--- src/rtl/mux_rr_arbiter.sv ---
// Round-robin arbiter feeding a one-entry registered valid/ready slot for the 2:1 mux stage.
// Optional grant statistics are compiled in when MUX_ARB_STATS_EN is defined.
module mux_rr_arbiter #(
    parameter int WIDTH = 1,
    parameter int CNT_W = 8
) (
    input  logic             clk,
    input  logic             rst,
    input  logic [WIDTH-1:0] a_data,
    input  logic             a_valid,
    output logic             a_ready,
    input  logic [WIDTH-1:0] b_data,
    input  logic             b_valid,
    output logic             b_ready,
    output logic [WIDTH-1:0] out_data,
    output logic             out_valid,
    input  logic             out_ready,
    output logic             sel,
    output logic [CNT_W-1:0] a_count,
    output logic [CNT_W-1:0] b_count
);

    typedef enum logic {
        EMPTY = 1'b0,
        FULL  = 1'b1
    } state_t;

    state_t state, state_nx;
    logic   last;
    logic   load;
    logic   grant_b;

    // On a tie the channel that did not win last time is granted.
    always_comb begin
        load    = (a_valid | b_valid) & ((state == EMPTY) | out_ready) & ~rst;
        grant_b = b_valid & (~a_valid | ~last);
        a_ready = load & ~grant_b;
        b_ready = load & grant_b;
    end

    always_ff @(posedge clk or posedge rst) begin
        if (rst) begin
            state <= EMPTY;
        end else begin
            state <= state_nx;
        end
    end

    always_comb begin
        state_nx = state;
        case (state)
            EMPTY: if (load) state_nx = FULL;
            FULL:  if (out_ready && !load) state_nx = EMPTY;
            default: state_nx = EMPTY;
        endcase
    end

    always_comb begin
        out_valid = (state == FULL);
    end

    always_ff @(posedge clk or posedge rst) begin
        if (rst) begin
            out_data <= '0;
            sel      <= 1'b0;
            last     <= 1'b1;
        end else if (load) begin
            out_data <= grant_b ? b_data : a_data;
            sel      <= grant_b;
            last     <= grant_b;
        end
    end

`ifdef MUX_ARB_STATS_EN
    logic [CNT_W-1:0] a_cnt_q, b_cnt_q;

    // Saturating handshake counters; only reset clears them.
    always_ff @(posedge clk or posedge rst) begin
        if (rst) begin
            a_cnt_q <= '0;
            b_cnt_q <= '0;
        end else begin
            if (a_ready && a_cnt_q != '1) a_cnt_q <= a_cnt_q + CNT_W'(1);
            if (b_ready && b_cnt_q != '1) b_cnt_q <= b_cnt_q + CNT_W'(1);
        end
    end

    assign a_count = a_cnt_q;
    assign b_count = b_cnt_q;
`else
    assign a_count = '0;
    assign b_count = '0;
`endif

endmodule
--- config.mk ---
export PLATFORM = sky130hd
export DESIGN_NAME = mux_rr_arbiter
export DESIGN_NICKNAME = d
export VERILOG_FILES = /design/src/rtl/mux_rr_arbiter.sv
export SDC_FILE = /design/constraint.sdc
export NUM_CORES = 1
export LEC_CHECK = 0
export CAP_MARGIN = 40
export CELL_PAD_IN_SITES_DETAIL_PLACEMENT = 1
export CELL_PAD_IN_SITES_GLOBAL_PLACEMENT = 1
export CORE_MARGIN = 1.5
export CORE_UTILIZATION = 20
export CTS_BUF_LIST = sky130_fd_sc_hd__clkbuf_2
export CTS_CLUSTER_DIAMETER = 80
export DETAILED_ROUTE_END_ITERATION = 6
export PLACE_DENSITY_LB_ADDON = 0.05
export SYNTH_ARGS = -nofsm -noshare
export SYNTH_HDL_FRONTEND = slang
export SYNTH_SLANG_ARGS = --single-unit
--- constraint.sdc ---
create_clock -name clk -period 1.6 [get_ports clk]
set_input_delay 0.32 -clock clk [delete_from_list [all_inputs] [get_ports clk]]
set_output_delay 0.32 -clock clk [all_outputs]
set_load 0.1 [all_outputs]
# ---- After elaboration in Yosys (flattened, before gate mapping)
# Cells that the tools add are included.
dict set report op_classes {
  addsub 0
  n_mul 0
  div 0
  magnitude_cmp 0
  eq_ne 0
  shifts 0
  n_mux 4
  n_bitwise 13
  n_reduce_logical 2
}
# operator n
set op_table {}
lappend op_table {{$and A1 B1 Y1} 5}
lappend op_table {{$not A1 Y1} 5}
lappend op_table {{$mux W1} 3}
lappend op_table {{$or A1 B1 Y1} 3}
lappend op_table {{$pmux W1 S2} 1}
lappend op_table {{$logic_and A1 B1 Y1} 1}
lappend op_table {{$logic_not A1 Y1} 1}
dict set report totals {
  regBits 4
  latch_bits 0
  ram_bits 0
  mem_bits_ro 0
  wordCells 23
  memories 0
}

# ---- Longest topological paths before layout
# Gate-level depths: netlist (run 1).
dict set report logic_depth {
  depth_word 8
  ltp_mapped 3
  ltp_nobuf 3
}

# ---- Least setup slack after synthesis (run 1)
# OpenSTA, ideal clock, no wires.
dict set report synth_timing {
  path_type {reg2out}
  startpoint {register state (netlist: out_valid)}
  endpoint {output a_ready}
  arrival_time_ps 2368
  required_ps 1280
  slack_ps -1088
  stages_incl_launch_ff 4
  path_buffers 0
  cell_sequence {dfrtp_1 > nand2b_1 > nand2b_1 > nor2_1}
}
dict set report synth_between {
  elab_chain_cells 5
}
# element line_no
set synth_lines {}
lappend synth_lines {{start: declaration} 28} ;# state_t state, state_nx;
lappend synth_lines {{start signal: assignment} 45} ;# state <= state_nx;
lappend synth_lines {{$not A1 Y1} --}
lappend synth_lines {{$or A1 B1 Y1} 35} ;# load = (a_valid | b_valid) & ((state == EMPTY) | out_ready) & ~rst;
lappend synth_lines {{$and A1 B1 Y1 (2 in series)} 35}
lappend synth_lines {{$and A1 B1 Y1} 37} ;# a_ready = load & ~grant_b;
lappend synth_lines {{end: declaration} 11} ;# output logic a_ready,
# Every way passes these cells.

# ---- Worst setup path after layout (run 1)
dict set report layout_timing {
  startpoint {register last}
  endpoint {output a_ready}
}
dict set report layout_between {
  elab_chain_cells 5
}
# element line_no
set layout_lines {}
lappend layout_lines {{start: declaration} 29} ;# logic last;
lappend layout_lines {{start signal: assignment} 70} ;# last <= grant_b;
lappend layout_lines {{$not A1 Y1} 36} ;# grant_b = b_valid & (~a_valid | ~last);
lappend layout_lines {{$or A1 B1 Y1} 36}
lappend layout_lines {{$and A1 B1 Y1} 36}
lappend layout_lines {{$not A1 Y1} 37}
lappend layout_lines {{$and A1 B1 Y1} 37}
# Every way passes these cells.

==> implementation parameters, run 1 <==
Parameter                              Value

Run status
  Run status ... finished clean

Die
  Placeable core area ... 0.00149 sq mm
  Area enclosed by the die boundary ... ~0.0018 sq mm
  X dimension of the die ... ~43 um
  # IOs ... 28
  Vertical die dimension ... 42.6 um
  Initial Utilization ... 0.211
  Number of rows in the core area ... 14

Yosys
  Share of flip-flops with an asynchronous set or reset after synthesis ... 1.00
  Synth Flop Type ... dfrtp_1
  Post-synth top area share ... 0.382
  Count of yosys warnings during synthesis ... 0
  Most frequent cell after synthesis ... buf_4
  Syn Inst Count ... 33
  Average cell area after synthesis ... between 9 and 10 sq um
  Cell type with the largest total area after synthesis ... buf_4
  Post-synthesis register bit count ... 4
  Number of enable-type register cells in the synthesized netlist ... 0
  Ranking of synthesized cells by area ... buf_4 (38%), dfrtp_1 (24%), dfstp_2 (8.4%)
  Most numerous cell types in the synthesized netlist ... buf_4 (16), dfrtp_1 (3), a21o_1 (2), nand2b_1 (2)
  Count of unique library cells instantiated by Yosys ... 14
  Syn Std Cell Area ... ~310 sq um
  Sequential fraction of the synthesis area ... 0.323

Layout
  Syn-to-layout area delta ... 67.3%
  Design Area, Final ... ~530 sq um
  Nets@finish ... 60
  Antenna cell count ... 0
  Filler instances ... roughly 170
  Share of post-route cells with drive strength above 1 ... 0.462
  Core utilization of the finished layout ... 0.353

GRT
  Total global routing overflow ... 0
  Wire length of the first global-routing pass ... approximately 1.1 mm
  Number of global-route vias before repair ... between 200 and 250
  Pin count of the biggest net entering global routing ... 5
  GRT Util Overall ... 0.0910
  Initial antenna violation count ... 0

Power and ir drop
  Total power per unit cell area ... 1270 mW/mm^2
  Internal Dissipation ... ~0.3 mW
  Combinational share of power ... 0.629
  Net Sw Frac ... 0.557
  Clock power frac ... 0.161
  Pleak ... 0.286 nW
  Sequential fraction of design power ... 0.211
  Peak ir drop on the vdd network ... around 0.38 mV
  P_sw ... approximately 0.37 mW

Min path
  Hold Path Class ... in -> async

Detailed routing
  Drt initial violations ... 3
  Detailed-route wire length per cell ... a little over 9 um
  Number of iterations in the first detailed-routing pass ... 2
  Number of vias after detailed routing ... 239
  Residual antenna-violating net count after detailed routing ... 0
  Count of unresolved DRC violations after routing ... 0
  Aggregate routed wire length ... ~630 um
  Via-per-instance ratio ... about 3.5

Clock network
  H-tree lvl count ... 1
  CTS sink count ... 4
  Max Root-Sink Buffers ... 2
  TritonCTS clock tree ... built
  Buffer type at the clock tree root ... clkbuf_2
  CTS Buf Count ... 3
  Reg clk slew, reported paths ... approximately 50 ps
  Later-pin clock latency in the skew report ... between 200 and 250 ps

Worst setup path
  R2r worst-path depth ... 5
  WS Path Type ... reg -> out
  Worst R2R Setup Slack ... 100 ps
  CP arrival ... about 1200 ps
  Category of the worst setup path capture point ... output port
  WP data required ... between 1000 and 1500 ps
  Category of the worst setup path launch point ... flop
  Top fanout value on the critical path ... 2

STA
  Final clock skew ... 12.1 ps
  Period utilization ... 0.956
  Setup-failing EPs final ... 0
  Final Hold Vio Count ... 0
  Crit path time final ... 1530 ps
  Setup repair after global routing missed its margin ... true
  Top achievable clock speed ... between 600 and 700 MHz
  Max Transition Viols Final ... 0

Placed design
  Half-perimeter wire length after placement ... approximately 540 um
  Instance area at placement ... between 400 and 500 sq um
  Placer congestion estimate ... a little under 0.6
  Number of buffers added on ports ... 11

Run
  # Max-Cap Violations ... 0
per-stage QoR:
stage | TNS, ps | worst slack, ps | power (mW) | hold WS (ps) | instances
after global placement | -552 | -213 | 0.555 | 507 | 63
after CTS | 0 | 45.3 | 0.677 | 133 | 68
after global routing | -2.96 | -2.96 | 0.698 | 132 | 68
final | 0 | 70.3 | 0.667 | 145 | 68
after floorplan | -11.7 | -10.8 | 0.479 | 85.4 | 48
after detailed placement | -615 | -211 | 0.558 | 509 | 63
cell usage in the layout (no fill, tap or decap):
cell type        Yosys  layout
conb_1               1      16
buf_12               0       5
buf_4               16       5
clkbuf_2             0       4
dlygate4sd2_1        0       4
nand2b_4             0       2
a21o_1               2       2
clkdlybuf4s50_1      0       2
dfrtp_1              3       2
o21bai_4             0       1
a21boi_2             0       1
and3b_2              0       1
mux2_4               1       1
mux2_2               1       1
nor2_4               0       1
nand2_1              1       1
inv_1                1       1
dfstp_2              1       1
dfrtp_4              0       1
per-layer routing:
layer | GRT usage | vias up | share of wire
met2 | 0.124 | 16 | 0.58
met4 | 0.113 | 0 | 0
li1 | - | 110 | -
met5 | 0 | - | 0
met1 | 0.0816 | 113 | 0.34
met3 | 0.0560 | 0 | 0.083
power by group through the flow:
stage,combinational [mW],sequential (mW),clock (mW)
floorplan,0.256,0.223,0
finish,0.419,0.141,0.107
detailed placement,0.416,0.142,0
CTS,0.420,0.141,0.115
global placement,0.414,0.141,0
global route,0.430,0.143,0.125
final cells by class:
type,count,area (sq um),area share
Inverter,1,3.75,0.00714
Sequential cell,4,105,0.200
Tap cell,16,20.0,0.0381
Timing Repair Buffer,16,193,0.367
Clock buffer,4,20.0,0.0381
Multi-Input combinational cell,27,184,0.350
kinds of logic after synthesis:
family          synth area share
other cells               0.0119
simple gates              0.0916
mux                       0.0836
flops                      0.323
compound gates            0.0956
buf+inv                    0.394
sequential cells by signal (all words and copies together) (netlist names):
name	count
last	1
out_data	1
out_valid	1
sel	1
worst paths after layout:
kind                       from   endpoint
setup reg to reg           last   out_data
min in group clk           last       last
hold / removal              rst  out_valid
hold reg to reg            last       last
setup / recovery           last    a_ready
max in group asynchronous   rst       last
critical path, cell delays in order, from the launching register on:
cell and delay (ps):
dfstp_2 530, a21boi_2 60, buf_4 150, nor2_4 90, buf_12 180
what timing repair did:
action,4_1_cts,5_1_grt
resized for setup,7,0
setup endpoints to repair,2,1
pin swaps,3,0
hold buffers,0,0
setup buffers,2,0
Power figures use the tool's default switching activity.
==> run 2: changes to the inputs <==
- GPL_TIMING_DRIVEN: not set -> 0
- PLACE_DENSITY: not set -> 0.86
- PLACE_DENSITY_LB_ADDON: 0.05 -> not set
==> implementation parameters, run 2 (same netlist as run 1, synthesis figures left out) <==
Parameter                              Value

Run status
  Run status ... finished clean

STA
  Max Transition Viols Final ... 0 (unchanged)
  Period utilization ... 0.976 (+0.0199)
  Setup-failing EPs final ... 0 (unchanged)
  Crit path time final ... 1560 ps (+31.8 ps)
  Final clock skew ... 15.4 ps (+3.30 ps)
  Worst hold slack across all endpoints ... 121 ps (-24.6 ps)
  Final Hold Vio Count ... 0 (unchanged)
  Top achievable clock speed ... 640 MHz (-2.0%)
  Setup repair after global routing missed its margin ... true
  Smallest setup slack after layout ... 38.6 ps (-31.8 ps)

Worst setup path
  Crit path from ... last
  Category of the worst setup path launch point ... flop
  Top fanout value on the critical path ... 2 (unchanged)
  WS Path Type ... reg -> out
  Slowest stage cell, crit path ... dfstp_2
  WP data required ... 1280 ps (about the same)
  CP arrival ... 1240 ps (+30 ps)
  Longest individual stage delay on the worst path ... 550 ps (+20 ps)
  Cell chain of the critical path ... a21boi_4 > buf_6 > nor2_4 > buf_12
  Category of the worst setup path capture point ... output port
  Reg2reg start ... last

Detailed routing
  Drt initial violations ... 2 (-1)
  Via-per-instance ratio ... 3.36 (-4.5%)
  Number of iterations in the first detailed-routing pass ... 2 (unchanged)
  Aggregate routed wire length ... 877 um (+40%)
  Number of vias after detailed routing ... 292 (+22%)
  Detailed-route wire length per cell ... 10.1 um (+9.5%)
  Residual antenna-violating net count after detailed routing ... 0 (unchanged)
  Count of unresolved DRC violations after routing ... 0 (unchanged)

Clock network
  CTS Hold Bufs ... 0 (unchanged)
  Max Root-Sink Buffers ... 2 (unchanged)
  TritonCTS clock tree ... built
  Reg clk slew, reported paths ... 60 ps (about the same)
  CTS sink count ... 4 (unchanged)
  H-tree lvl count ... 1 (unchanged)
  Buffer type at the clock tree root ... clkbuf_2
  CTS Buf Count ... 3 (unchanged)
  Later-pin clock latency in the skew report ... 230 ps (+20 ps)

Placed design
  Worst setup slack after placement ... -940 ps (-728 ps)
  Instance area at placement ... 603 sq um (+24%)
  Number of buffers added on ports ... 11 (unchanged)
  Placer congestion estimate ... 0.681 (+18%)

Layout
  Antenna cell count ... 0 (unchanged)
  Share of post-route cells with drive strength above 1 ... 0.592 (+0.130)
  Highest-count cells in the layout ignoring fill and taps ... buf_4 (22), conb_1 (16), dlygate4sd2_1 (5), buf_12 (5), clkbuf_2 (4)
  Most common cell after layout, fill and taps aside ... buf_4
  Design Area, Final ... 681 sq um (+30%)
  Nets@finish ... 79 (+32%)
  Filler instances ... 178 (+2.3%)
  Syn-to-layout area delta ... 117%
  Core utilization of the finished layout ... 0.457 (+0.104)

GRT
  Total global routing overflow ... 0 (unchanged)
  Wire length of the first global-routing pass ... 1.41 mm (+32%)
  Initial antenna violation count ... 0 (unchanged)
  GRT Util Overall ... 0.111 (+0.0202)
  Number of global-route vias before repair ... 311 (+36%)
  Pin count of the biggest net entering global routing ... 5 (unchanged)

Die
  Placeable core area ... 0.00149 sq mm (unchanged)
  Number of rows in the core area ... 14 (unchanged)
  # IOs ... 28 (unchanged)
  X dimension of the die ... 42.6 um (unchanged)
  Vertical die dimension ... 42.6 um (unchanged)
  Initial Utilization ... 0.211 (unchanged)
  Area enclosed by the die boundary ... 0.00182 sq mm (unchanged)

Min path
  Hold Path Class ... in -> async

Power and ir drop
  Total power per unit cell area ... 1070 mW/mm^2 (-15%)
  Peak ir drop on the vdd network ... 0.466 mV (+22%)
  Pleak ... 0.395 nW (+38%)

Run
  # Max-Cap Violations ... 0 (unchanged)
==> run 2: worst max-delay path: cells and delay by family, from the launching register on <==
| family | cells | cell delay (ps) |
|---|---|---|
| flops | 1 | 550 |
| buf+inv | 2 | 300 |
| simple gates | 1 | 110 |
| compound gates | 1 | 60 |
==> run 2: final cells by class <==
| cell class | count | area (sq um) | share of cell area |
|---|---|---|---|
| multi-input combinational | 27 | 191 | 0.281 |
| tap | 16 | 20.0 | 0.0294 |
| clock buffer | 4 | 20.0 | 0.0294 |
| timing repair buffer | 19 | 220 | 0.324 |
| buffer | 16 | 120 | 0.176 |
| sequential | 4 | 105 | 0.154 |
| inverter | 1 | 3.75 | 0.00551 |
==> run 2: stage by stage <==
step	total power [mW]	setup TNS, ps	std cells
6_report	0.730	0	87
5_1_grt	0.758	-17.4	87
4_1_cts	0.721	0	85
3_5_place_dp	0.588	-2020	80
3_3_place_gp	0.530	-3290	75
2_1_floorplan	0.479	-11.7	48
==> run 2: worst paths after layout <==
| kind | endpoint | slack (ps) | cells past startpoint |
|---|---|---|---|
| max | a_ready | 40 | 4 |
| min in group clk | sel | 560 | 1 |
| max reg2reg | out_data | 110 | 5 |
| max in group asynchronous | last | 1230 | 2 |
| min reg2reg | sel | 560 | 1 |
| min | out_data | 120 | 2 |
==> run 2: repair_timing <==
action | CTS | global route
endpoints found under the setup margin | 6 | 2
gates resized for setup | 14 | 1
gates cloned | 0 | 0
buffers inserted | 5 | 2
pin swaps | 2 | 1
==> run 2: power by group <==
part	total (mW)	internal (mW)	switching, mW
combinational	0.472	0.145	0.327
sequential	0.142	0.123	0.0187
clock	0.116	0.0660	0.0504
==> run 2: routing by layer <==
metal / track usage / share of wire
met5: 0 / 0
met4: 0.0563 / 0.0091
met3: 0.0647 / 0.063
met2: 0.188 / 0.58
met1: 0.105 / 0.34
